==> config.mk <==
export PLATFORM = sky130hd
export DESIGN_NAME = imem_loader
export DESIGN_NICKNAME = d
export VERILOG_FILES = /design/src/rtl/imem_loader.sv
export SDC_FILE = /design/constraint.sdc
export NUM_CORES = 1
export LEC_CHECK = 0
export ABC_CLOCK_PERIOD_IN_PS = 7450
export BUFFER_PORTS_ARGS = -buffer_cell sky130_fd_sc_hd__buf_2
export CAP_MARGIN = 20
export CORE_UTILIZATION = 30
export DETAILED_ROUTE_END_ITERATION = 10
export PLACE_DENSITY = 0.55
export SLEW_MARGIN = 20
export SYNTH_ARGS = -nofsm -noshare
export SYNTH_HDL_FRONTEND = slang
export SYNTH_SLANG_ARGS = --single-unit
==> constraint.sdc <==
create_clock -name clk -period 7.45 [get_ports clk]
set_input_delay 0.3725 -clock clk [delete_from_list [all_inputs] [get_ports clk]]
set_output_delay 0.3725 -clock clk [all_outputs]
set_load 0.005 [all_outputs]
==> src/rtl/imem_loader.sv <==
// Instruction-memory loader: assembles a little-endian byte stream into 32-bit
// words, writes them to consecutive addresses from 0 and holds the CPU until done.
module imem_loader #(
  parameter int DEPTH = 64,
  parameter int CNT_W = 7
) (
  input  logic             clk,
  input  logic             rst_n,
  input  logic             start,
  input  logic [CNT_W-1:0] word_count,
  input  logic             in_valid,
  input  logic [7:0]       in_data,
  output logic             in_ready,
  output logic             mem_we,
  output logic [31:0]      mem_addr,
  output logic [31:0]      mem_wdata,
  output logic             busy,
  output logic             done,
  output logic             error,
  output logic [31:0]      checksum,
  output logic             cpu_hold
);

  localparam int IDX_W = $clog2(DEPTH);

  typedef enum logic [1:0] {S_IDLE, S_RECV, S_WRITE, S_DONE} state_t;

  state_t           state_q, state_d;
  logic [CNT_W-1:0] count_q, count_d;
  logic [IDX_W-1:0] index_q, index_d;
  logic [1:0]       lane_q, lane_d;
  logic [23:0]      word_q, word_d;
  logic             in_ready_q, in_ready_d;
  logic             mem_we_q, mem_we_d;
  logic [31:0]      mem_addr_q, mem_addr_d;
  logic [31:0]      mem_wdata_q, mem_wdata_d;
  logic             busy_q, busy_d;
  logic             done_q, done_d;
  logic             error_q, error_d;
  logic [31:0]      checksum_q, checksum_d;
  logic             cpu_hold_q, cpu_hold_d;

  logic count_ok;
  logic xfer;

  assign count_ok = (word_count != '0) && (word_count <= CNT_W'(DEPTH));
  assign xfer     = in_valid && in_ready_q;

  always_comb begin
    // NOTE: every _d starts as its _q so no branch of the case can infer a latch.
    state_d     = state_q;
    count_d     = count_q;
    index_d     = index_q;
    lane_d      = lane_q;
    word_d      = word_q;
    mem_addr_d  = mem_addr_q;
    mem_wdata_d = mem_wdata_q;
    error_d     = error_q;
    checksum_d  = checksum_q;
    cpu_hold_d  = cpu_hold_q;

    case (state_q)
      S_IDLE: begin
        if (start) begin
          if (count_ok) begin
            count_d    = word_count;
            index_d    = '0;
            lane_d     = '0;
            checksum_d = '0;
            error_d    = 1'b0;
            cpu_hold_d = 1'b1;
            state_d    = S_RECV;
          end else begin
            error_d = 1'b1;
          end
        end
      end
      S_RECV: begin
        if (xfer) begin
          lane_d = lane_q + 2'd1;
          case (lane_q)
            2'd0: word_d[7:0]   = in_data;
            2'd1: word_d[15:8]  = in_data;
            2'd2: word_d[23:16] = in_data;
            default: begin
              mem_addr_d  = 32'({index_q, 2'b00});
              mem_wdata_d = {in_data, word_q};
              state_d     = S_WRITE;
            end
          endcase
        end
      end
      S_WRITE: begin
        checksum_d = checksum_q + mem_wdata_q;
        // The loop ends before index can step past the latched count, so it never wraps.
        if (CNT_W'(index_q) + CNT_W'(1) == count_q) begin
          state_d = S_DONE;
        end else begin
          index_d = index_q + IDX_W'(1);
          lane_d  = '0;
          state_d = S_RECV;
        end
      end
      S_DONE: begin
        cpu_hold_d = 1'b0;
        state_d    = S_IDLE;
      end
      default: state_d = S_IDLE;
    endcase

    // Status outputs are registered views of the state being entered.
    in_ready_d = (state_d == S_RECV);
    mem_we_d   = (state_d == S_WRITE);
    busy_d     = (state_d == S_RECV) || (state_d == S_WRITE);
    done_d     = (state_d == S_DONE);
  end

  // NOTE: non-blocking assignments so every flop updates from the same pre-edge values.
  always_ff @(posedge clk) begin
    if (!rst_n) begin
      state_q     <= S_IDLE;
      count_q     <= '0;
      index_q     <= '0;
      lane_q      <= '0;
      word_q      <= '0;
      in_ready_q  <= 1'b0;
      mem_we_q    <= 1'b0;
      mem_addr_q  <= '0;
      mem_wdata_q <= '0;
      busy_q      <= 1'b0;
      done_q      <= 1'b0;
      error_q     <= 1'b0;
      checksum_q  <= '0;
      cpu_hold_q  <= 1'b1;
    end else begin
      state_q     <= state_d;
      count_q     <= count_d;
      index_q     <= index_d;
      lane_q      <= lane_d;
      word_q      <= word_d;
      in_ready_q  <= in_ready_d;
      mem_we_q    <= mem_we_d;
      mem_addr_q  <= mem_addr_d;
      mem_wdata_q <= mem_wdata_d;
      busy_q      <= busy_d;
      done_q      <= done_d;
      error_q     <= error_d;
      checksum_q  <= checksum_d;
      cpu_hold_q  <= cpu_hold_d;
    end
  end

  assign in_ready  = in_ready_q;
  assign mem_we    = mem_we_q;
  assign mem_addr  = mem_addr_q;
  assign mem_wdata = mem_wdata_q;
  assign busy      = busy_q;
  assign done      = done_q;
  assign error     = error_q;
  assign checksum  = checksum_q;
  assign cpu_hold  = cpu_hold_q;

endmodule
==> results of run 1 <==
[how the worst max path moves through the flow]
stage,end,slack (ns),depth (start not counted)
floorplan,checksum[26],4.99,11
CTS,busy,4.49,6
detailed placement,busy,4.50,6
global route,mem_wdata[16],4.22,6
global placement,busy,4.53,6
finish,busy,4.51,6
[flip-flops by register name, summed over array words and instances, names as in the netlist, 2 cells and up]
signal	cells
state_q	2
mem_addr	6
mem_wdata	32
lane_q	2
count_q	7
index_q	6
checksum	32
word_q	24
[kinds of logic after synthesis]
| kind of cell | Yosys count | share of synthesized area, % |
|---|---|---|
| other | 1 | 0.0565 |
| flip-flops | 117 | 35.3 |
| XOR/XNOR | 25 | 3.41 |
| multiplexers | 3 | 0.452 |
| AO/OA/AOI/OAI | 226 | 23.8 |
| adder cells (fa/ha/maj) | 40 | 7.65 |
| AND/OR/NAND/NOR | 321 | 22.6 |
| buffers and inverters | 90 | 6.86 |
[synthesized netlist by cell type (4+ instances only)]
| cell type | n | area share, % |
|---|---|---|
| inv_1 | 19 | 1.1 |
| nand4_1 | 7 | 0.66 |
| nand2_1 | 154 | 8.7 |
| and2_1 | 9 | 0.85 |
| a21oi_1 | 36 | 2.7 |
| nor2b_1 | 23 | 2.2 |
| or3_1 | 7 | 0.66 |
| a21boi_0 | 79 | 8.9 |
| o31a_1 | 4 | 0.53 |
| xnor2_1 | 13 | 1.7 |
| nor3b_1 | 4 | 0.45 |
| nor3_1 | 9 | 0.68 |
| clkbuf_1 | 34 | 1.9 |
| dfxtp_1 | 117 | 35 |
| and3_1 | 4 | 0.38 |
| nand2b_1 | 4 | 0.38 |
| nor2_1 | 32 | 1.8 |
| xor2_1 | 11 | 1.5 |
| a31oi_1 | 7 | 0.66 |
| buf_2 | 6 | 0.45 |
| buf_4 | 27 | 3.1 |
| o21a_1 | 6 | 0.68 |
| a21o_1 | 8 | 0.90 |
| nand3_1 | 55 | 4.1 |
| o21ai_0 | 41 | 3.1 |
| ha_1 | 39 | 7.3 |
| a22oi_1 | 6 | 0.68 |
| o21bai_1 | 7 | 0.79 |
[layer usage]
| metal | routed length [um] | GRT usage, % | part of all wire (%) |
|---|---|---|---|
| met4 | 198 | 4.70 | 1.1 |
| met3 | 1030 | 4.40 | 6.0 |
| met2 | 7960 | 25.2 | 46 |
| met1 | 8060 | 20.1 | 47 |
| met5 | 0 | 0 | 0 |
[layout make-up]
class / instances / area, sq um / area share, %
Clock buffer: 23 / 468 / 6.01
Inverter: 19 / 71.3 / 0.916
Clock inverter: 9 / 103 / 1.32
Sequential cell: 117 / 2340 / 30.1
Timing Repair Buffer: 99 / 508 / 6.53
Multi-Input combinational cell: 641 / 3940 / 50.6
Tap cell: 280 / 350 / 4.50
[tightest hold or removal path, stage by stage]
cell      delay (ns)
buf_2           0.11
nand3_1         0.05
a21boi_0        0.06
[power breakdown]
group / switching, mW / total, mW / internal, mW
logic: 0.0317 / 0.0497 / 0.0180
registers: 0.00255 / 0.633 / 0.630
clock network: 0.289 / 0.796 / 0.507
total: 0.324 / 1.48 / 1.16
[placed cells by master (no fill, tap or decap), types with 5 or more instances in the layout]
cell       Yosys  routed
a21boi_0      79      79
a21o_1         8       8
a21oi_1       36      36
a22oi_1        6       6
a31oi_1        7       7
and2_1         9       9
buf_2          6      94
buf_4         27       5
clkbuf_16      0      17
conb_1         1      26
dfxtp_1      117     117
ha_1          39      39
inv_1         19      19
nand2_1      154     154
nand3_1       55      55
nand4_1        7       7
nor2_1        32      32
nor2b_1       23      22
nor3_1         9       9
o21a_1         6       6
o21ai_0       41      41
o21bai_1       7       7
or3_1          7       7
xnor2_1       13      13
xor2_1        11      11
==> impl_results.md, run 1 <==
- Placed Instance Area: 0.00721 sq mm
- Hold buffer count at cts: 0
- Vias in the first global route: 5226
- Wire per inst: 14.5 um
- Cell Pwr Density: 190 mW/mm^2
- Worst-Skew Late Latency: 0.42 ns
- Chip Height: 151 um
- Setup TNS Final: 0 ns
- Worst Hold Depth: 3
- Post-layout instance area: 0.00778 sq mm
- Inserted Clock Buffers: 17
- Reg2reg end: busy
- Sink Count: 117
- Seq cells post-synth: 117
- WP data arrival: 3.29 ns
- Worst r2r src: state_q[0]
- Final setup vio count: 0
- Cell breakdown of the critical path: nor2b_1, and3_1, and2_1, nor2_1, ha_1, nor2b_1
- RePlAce Congestion: 0.871
- Status: complete, no violations
- Worst Hold End: count_q[4]
- Nets@finish: 954
- Setup ws final: 4.51 ns
- Crit Path Max Fanout: 32
- Inserted Diodes: 0
- Hold Path Class: input pin to flip-flop
- First-pass iteration count of the detailed router: 5
- Reg2Reg Setup Slack: 4.51 ns
- Worst hold start: word_count[4]
- Unrepaired setup endpoints after global routing: no
- WP data required: 7.80 ns
- Root buf cell: clkbuf_16
- Post-Syn Area per Cell: 8.07 sq um
- Post-Synthesis Cells: 823
- Die area: 0.0227 sq mm
- Finished Core Util: 35.8%
- Max incr delay on CP: 0.85 ns
- DRC viols: 0
- DRT iter0 DRCs: 337
- Routed vias: 5711
- Crit. End Element: flip-flop
- Hold_ws: 0.230 ns
- Final Hold Viols: 0
- CORE AREA: 0.0218 sq mm
- Die width: 151 um
- Routed wire length: 17200 um
- Total global-route track usage: 15.6%
- Layout cell share with drive strength beyond 1: 16.0%
- Port buffer count: 94
- Total power draw: 1.48 mW
- Fillers: 2319
- Synth Cell Area: 0.00664 sq mm
- Clock edge transition at the registers on the reported setup and hold paths: 0.06 ns
- Most used cell, CP: nor2b_1
- Clock skew: 0.00997 ns
- Row count: 54
- DP Worst Slack: 4.50 ns
- CTS tree: built
- I/O Pins: 121
- Post-DRT Antenna Nets: 0
- Congestion Overflow GR: 0
- Ys async rst share: 0%
- R2R cell count: 6
- Worst vdd ir: 0.000141 V
- Non-filler cells, final: 1188
- Cell family with most CP delay: simple AND/OR/NAND/NOR gates
- Max Freq: 340 MHz
- Slew @ Worst Pin: 0.997 ns
- WP buf/inv: 0
- Initial antenna violation count: 0
- Hpwl dp: 12600 um
- First-pass GRT wire length: 27400 um
- Post-CTS Setup Bufs: 0
- Initial Utilization: 30.5%
- Critical Path Slowest Stage Cell: and3_1
- Crit Path Category: flip-flop to flip-flop
- CTS resizes: 0
- Drt via density: 4.81
- Yosys warns: 0
- Tcrit/Tclk final: 39.4%
- Crit. Startpoint: state_q[0]
- Slew Viols, Final: 0
- Largest net degree at the start of global routing: 105
- Startpoint types: flip-flop
- Max cap viols: 0
- H-tree Lvls: 4
- Number of synthesized flops with an enable pin: 0
- Max-slew headroom: 33.6%
- Yosys cell types: 67
- Crit path time final: 2.94 ns
- Leak: 3.15 nW
- Post-placement cell count: 1156
- Clock buffer depth: 2
- Layout area overhead: 17.2%
- Main synth FF type: dfxtp_1
- Register area share after synthesis: 35.3%
No activity file was read; power rests on OpenSTA's default activity.
==> run 2, diff against run 1 <==
- ABC_AREA: unset -> 1
- ABC_CLOCK_PERIOD_IN_PS: 7450 -> 2700
- PLACE_DENSITY: 0.55 -> 0.57
- clock period: 7.45 -> 2.7 ns (I/O delays scaled with it)
==> run 2 against run 1 <==
Effect of this change: sequential share of layout area down 1.9 points; register-to-register slack worse by 3.9 ns; core utilization up 0.64 points; critical endpoint is now checksum[28].
==> impl_results.md, run 2 <==
- Ys async rst share: 0%
- H-tree Lvls: 4
- Inserted Diodes: 0
- Cell Pwr Density: 520 mW/mm^2
- Most common cell after layout, fill and taps aside: nand2_1
- Internal Power: 3.14 mW
- Most frequent cells in the layout: nand2_1, inv_1, nor2_1, dfxtp_1, a21oi_1
- Top cell type's share of synthesized area: 33.2%
- Largest net degree at the start of global routing: 67
- Max cap viols: 0
- Port buffer count: 94
- Slew Viols, Final: 0
- CORE AREA: 0.0228 sq mm
- Drt via density: 4.58
- Cell family with most CP delay: simple AND/OR/NAND/NOR gates
- CTS resizes: 0
- CTS tree: built
- Tcrit/Tclk final: 78.3%
- Leak: 4.40 nW
- Setup ws final: 0.586 ns
- RePlAce Congestion: 0.903
- Yosys cell types: 33
- Inserted Clock Buffers: 17
- Status: complete, no violations
- WP data arrival: 2.39 ns
- Clock edge transition at the registers on the reported setup and hold paths: 0.07 ns
- Worst r2r src: mem_wdata[0]
- WP data required: 2.98 ns
- Max-slew headroom: 56.5%
- R2R cell count: 13
- DRC viols: 0
- Reg2Reg Setup Slack: 0.59 ns
- Root buf cell: clkbuf_16
- Comb pwr share: 6.2%
- Initial antenna violation count: 0
- Yosys warns: 0
- Cell breakdown of the critical path: ha_1, inv_1, fa_1, inv_1, nand3_1, nand3_1, nand2_1, nand3_1, nand2_1, nand2_1, nand2_1, nand3_1, a21oi_1
- Hpwl dp: 16100 um
- Crit. Startpoint: mem_wdata[0]
- First-pass iteration count of the detailed router: 5
- Slew @ Worst Pin: 0.652 ns
- First-pass GRT wire length: 34000 um
- Layout area overhead: 18.1%
- Crit Path Category: flip-flop to flip-flop
- Reg2reg end: checksum[28]
- Post-Synthesis Cells: 1120
- Chip Height: 155 um
- Startpoint types: flip-flop
- Congestion Overflow GR: 0
- Unrepaired setup endpoints after global routing: no
- Finished Core Util: 36.4%
- DP Worst Slack: 0.611 ns
- Register area share after synthesis: 33.2%
- Final Hold Viols: 0
- Commonest cells in the netlist: nand2_1, inv_1, nor2_1, dfxtp_1, a21oi_1
- Clk pwr share: 52.6%
- Max Freq: 473 MHz
- Post-Syn Area per Cell: 6.29 sq um
- Routed vias: 7032
- Main synth FF type: dfxtp_1
- Crit path time final: 2.11 ns
- Total global-route track usage: 18.2%
- Hold buffer count at cts: 3
- Die width: 155 um
- Net switching power: 1.18 mW
- Row count: 55
- Hold Path Class: input pin to flip-flop
- Die area: 0.0241 sq mm
- Nets@finish: 1269
- Total power draw: 4.32 mW
- Crit. End Element: flip-flop
- Setup TNS Final: 0 ns
- DRT iter0 DRCs: 498
- Max incr delay on CP: 0.37 ns
- Seq pwr share: 41.2%
- Worst setup path end: checksum[28]
- Layout cell share with drive strength beyond 1: 12.5%
- Number of synthesized flops with an enable pin: 0
- Worst-Skew Late Latency: 0.43 ns
- Clock skew: 0.0123 ns
- Fillers: 2530
- Synth area leader: dfxtp_1
- Clock buffer depth: 2
- Post-DRT Antenna Nets: 0
- Worst vdd ir: 0.000354 V
- Initial Utilization: 30.8%
- Synth area leaders: dfxtp_1, nand2_1, inv_1, nor2_1, a21oi_1
- Vias in the first global route: 6387
- Hold_ws: 0.0135 ns
- Sink Count: 117
- CP Depth: 13
- Final setup vio count: 0
- Most frequent cell after synthesis: nand2_1
- WP buf/inv: 2
- I/O Pins: 121
- Post-CTS Setup Bufs: 0
- Crit Path Max Fanout: 5
- Synth Cell Area: 0.00705 sq mm
- Wire per inst: 14.0 um
- Switching Fraction: 27.3%
- Routed wire length: 21400 um
- Critical Path Slowest Stage Cell: dfxtp_1
- Seq cells post-synth: 117
-- run 2: cell count changes after synthesis, moves of 8 or more --
cell	change
nor2b_1	-23
clkbuf_1	-13
inv_1	+124
o21ai_0	+24
nand2_1	+166
nor2_1	+111
a21oi_1	+65
nand3_1	+25
a21boi_0	-79
xnor2_1	-11
xor2_1	-8
-- run 2: how the worst min path moves through the flow --
stage / depth (start not counted) / endpoint / startpoint / slack [ns]
after global routing: 3 / mem_wdata[28] / in_data[4] / 0.01
after floorplan: 2 / mem_wdata[27] / in_data[3] / 0.27
final: 3 / count_q[3] / word_count[3] / 0.01
after CTS: 3 / count_q[3] / word_count[3] / 0.002
after detailed placement: 3 / error / start / 0.43
after global placement: 3 / error / start / 0.42
-- run 2: cells by family (layout without fill, tap and decap cells) --
| logic type | Yosys count | count (layout) | share of synthesized area, % |
|---|---|---|---|
| adders and majority gates | 40 | 40 | 7.21 |
| other | 1 | 26 | 0.0532 |
| xor gates and xnor gates | 5 | 5 | 0.622 |
| DFF | 117 | 117 | 33.2 |
| AOI/OAI and AO/OA | 173 | 173 | 12.5 |
| and+or+nand+nor | 576 | 576 | 33.5 |
| buffers and inverters | 208 | 286 | 12.9 |
-- run 2: cell type report --
class                   instances  area [sq um]  share of cell area [%]
clock buffers                  17           425                    5.11
clock inverters                15           158                    1.90
inverters                     151           567                    6.81
multi-input cells             820          3890                    46.8
flip-flops and latches        117          2340                    28.2
well taps                     313           392                    4.71
repair buffers                103           546                    6.56
-- run 2: through the flow --
step | instance area [sq um] | instances
CTS | 8320 | 1536
global placement | 7710 | 1501
floorplan | 7140 | 1145
finish | 8320 | 1536
global route | 8320 | 1536
detailed placement | 7710 | 1501
-- run 2: tightest hold or removal path, cell delays in order --
cell,delay (ns)
buf_2,0.09
o21ai_0,0.08
a21oi_1,0.10
-- run 2: layer usage --
layer  part of all wire [%]  up-vias  GRT usage [%]
li1                       -     3663              -
met2                     46      182           29.8
met5                      0        -              0
met3                    5.4       22           3.51
met1                     48     3165           24.6
met4                    1.0        0           4.67
-- run 2: power groups by stage --
| stage | combinational [mW] | sequential (mW) | clock (mW) |
|---|---|---|---|
| 2_1_floorplan | 0.213 | 1.81 | 0 |
| 6_report | 0.267 | 1.78 | 2.28 |
| 5_1_grt | 0.307 | 1.78 | 2.41 |
| 3_5_place_dp | 0.264 | 1.82 | 0 |
| 3_3_place_gp | 0.263 | 1.82 | 0 |
| 4_1_cts | 0.269 | 1.78 | 2.32 |
==> run 3, diff against run 2 <==
- ABC_CLOCK_PERIOD_IN_PS: 2700 -> 1900
- clock period: 2.7 -> 1.9 ns (I/O delays scaled with it)
==> run 3 against run 2 <==
Effect of this change: design area up 16%; sequential power up 42%; fmax up 16%; total power up 44%; non-clock buffer count up 92; clock skew down 0.0023 ns; critical path depth down 2; routed wire length up 7.7%; via count up 5.6%; first-iteration DRC count up 3.0%; worst hold slack worse by 0.011 ns; critical path type unchanged; largest cell class unchanged.
==> impl_results.md, run 3 (synthesis gave the netlist of run 2 again) <==
- Root buf cell: clkbuf_16
- Initial antenna violation count: 1
- Wire per inst: 14.2 um
- Clock edge transition at the registers on the reported setup and hold paths: 0.06 ns
- Leak: 4.98 nW
- Clock buffer depth: 2
- Post-placement cell count: 1581
- CORE AREA: 0.0228 sq mm
- Clk pwr share: 52.4%
- Final Hold Viols: 0
- Worst Hold Depth: 3
- Startpoint types: flip-flop
- Worst r2r src: checksum[9]
- Max Freq: 549 MHz
- Layout area overhead: 37.3%
- Setup TNS Final: 0 ns
- Chip Height: 155 um
- Die width: 155 um
- First-pass GRT wire length: 35700 um
- Max cap viols: 0
- Reg2Reg Setup Slack: 0.08 ns
- Cell Pwr Density: 644 mW/mm^2
- Inserted Diodes: 0
- Max incr delay on CP: 0.36 ns
- Drt via density: 4.56
- Most common cell after layout, fill and taps aside: nand2_1
- Worst-Skew Late Latency: 0.43 ns
- Internal Power: 4.56 mW
- CTS tree: built
- Worst vdd ir: 0.000590 V
- Tcrit/Tclk final: 95.8%
- First-pass iteration count of the detailed router: 8
- Layout cell share with drive strength beyond 1: 27.4%
- Nets@finish: 1361
- Hpwl dp: 17300 um
- Crit Path Max Fanout: 4
- Crit path time final: 1.82 ns
- Unrepaired setup endpoints after global routing: yes
- Post-DRT Antenna Nets: 0
- WP data arrival: 2.14 ns
- Reg2reg end: checksum[14]
- Congestion Overflow GR: 0
- Total global-route track usage: 19.3%
- Cell breakdown of the critical path: ha_4, buf_4, nand2_1, nand2_2, inv_2, nand2_2, a21oi_2, nand2_4, or2_2, nand3_1, a21oi_1
- Routed wire length: 23100 um
- DRC viols: 0
- DRT iter0 DRCs: 513
- Crit Path Category: flip-flop to flip-flop
- WP buf/inv: 2
- Vias in the first global route: 6828
- Clock skew: 0.00998 ns
- Hold Path Class: input pin to flip-flop
- Non-filler cells, final: 1628
- Row count: 55
- Port buffer count: 94
- Final setup vio count: 0
- I/O Pins: 121
- Seq pwr share: 40.7%
- Sink Count: 117
- Largest net degree at the start of global routing: 67
- Initial Utilization: 30.8%
- Fillers: 2457
- Inserted Clock Buffers: 17
- Worst hold start: in_data[3]
- Comb pwr share: 7.0%
- Net switching power: 1.66 mW
- Critical Path Slowest Stage Cell: dfxtp_4
- Cell family with most CP delay: simple AND/OR/NAND/NOR gates
- H-tree Lvls: 4
- Slew Viols, Final: 0
- RePlAce Congestion: 0.944
- Most frequent cells in the layout: nand2_1, inv_1, nor2_1, dfxtp_1, buf_2
- Slew @ Worst Pin: 0.671 ns
- Status: complete, no violations
- Die area: 0.0241 sq mm
- R2R cell count: 11
- Crit. End Element: flip-flop
- Max-slew headroom: 55.2%
- Most used cell, CP: nand2_2
- Worst Hold End: mem_wdata[27]
- Routed vias: 7425
- WP data required: 2.22 ns
- Switching Fraction: 26.7%
## run 3: metal layers
metal	track usage, %	wire length [um]	up-vias
met4	5.93	357	2
met1	26.5	10700	3346
li1	-	-	3862
met2	30.3	10400	188
met5	0	9	-
met3	3.70	1620	27
## run 3: through the flow
step                      hold slack, ns  utilization (%)  instance area [sq um]  total power, mW  worst slack (ns)
after floorplan                    0.230                -                   7140             2.88            0.0708
after global placement             0.380             36.5                   8330             2.98           -0.0930
after detailed placement           0.385             36.5                   8330             2.98            -0.120
after CTS                       0.000941             39.8                   9090             6.25          -0.00144
after global routing              0.0202             42.3                   9670             6.43           -0.0616
final                            0.00270             42.3                   9670             6.23            0.0801
## run 3: worst min-delay path, delay by kind of cell
kind	cells	cell delay, ns
buffers and inverters	1	0.15
AND/OR/NAND/NOR	2	0.14
## run 3: layout make-up
type,instances,area [sq um],share of cell area [%]
clock buffer,19,453,4.68
clock inverter,13,138,1.42
inverter,151,569,5.89
multi-input combinational,820,4460,46.2
sequential,117,2370,24.5
tap,313,392,4.05
timing repair buffer,195,1280,13.3
## run 3: what timing repair did
action,CTS,global route
hold buffers,11,0
endpoints found under the hold margin,14,0
buffers inserted,1,3
pin swaps,0,29
gates resized for setup,12,134
endpoints found under the setup margin,12,35
## run 3: how the worst max path moves through the flow
stage | start | end | slack [ns] | cells past startpoint
after CTS | checksum[0] | checksum[22] | -0.001 | 13
after floorplan | index_q[0] | busy | 0.07 | 12
after detailed placement | mem_wdata[0] | checksum[24] | -0.12 | 13
after global routing | mem_wdata[0] | checksum[16] | -0.06 | 12
final | checksum[9] | checksum[14] | 0.08 | 11
after global placement | mem_wdata[0] | checksum[24] | -0.09 | 13
## run 3: power groups by stage
| stage | Combinational, mW | Clock (mW) | Sequential [mW] |
|---|---|---|---|
| floorplan | 0.303 | 0 | 2.58 |
| detailed placement | 0.399 | 0 | 2.58 |
| CTS | 0.418 | 3.30 | 2.53 |
| finish | 0.436 | 3.26 | 2.53 |
| global route | 0.496 | 3.40 | 2.54 |
| global placement | 0.395 | 0 | 2.58 |
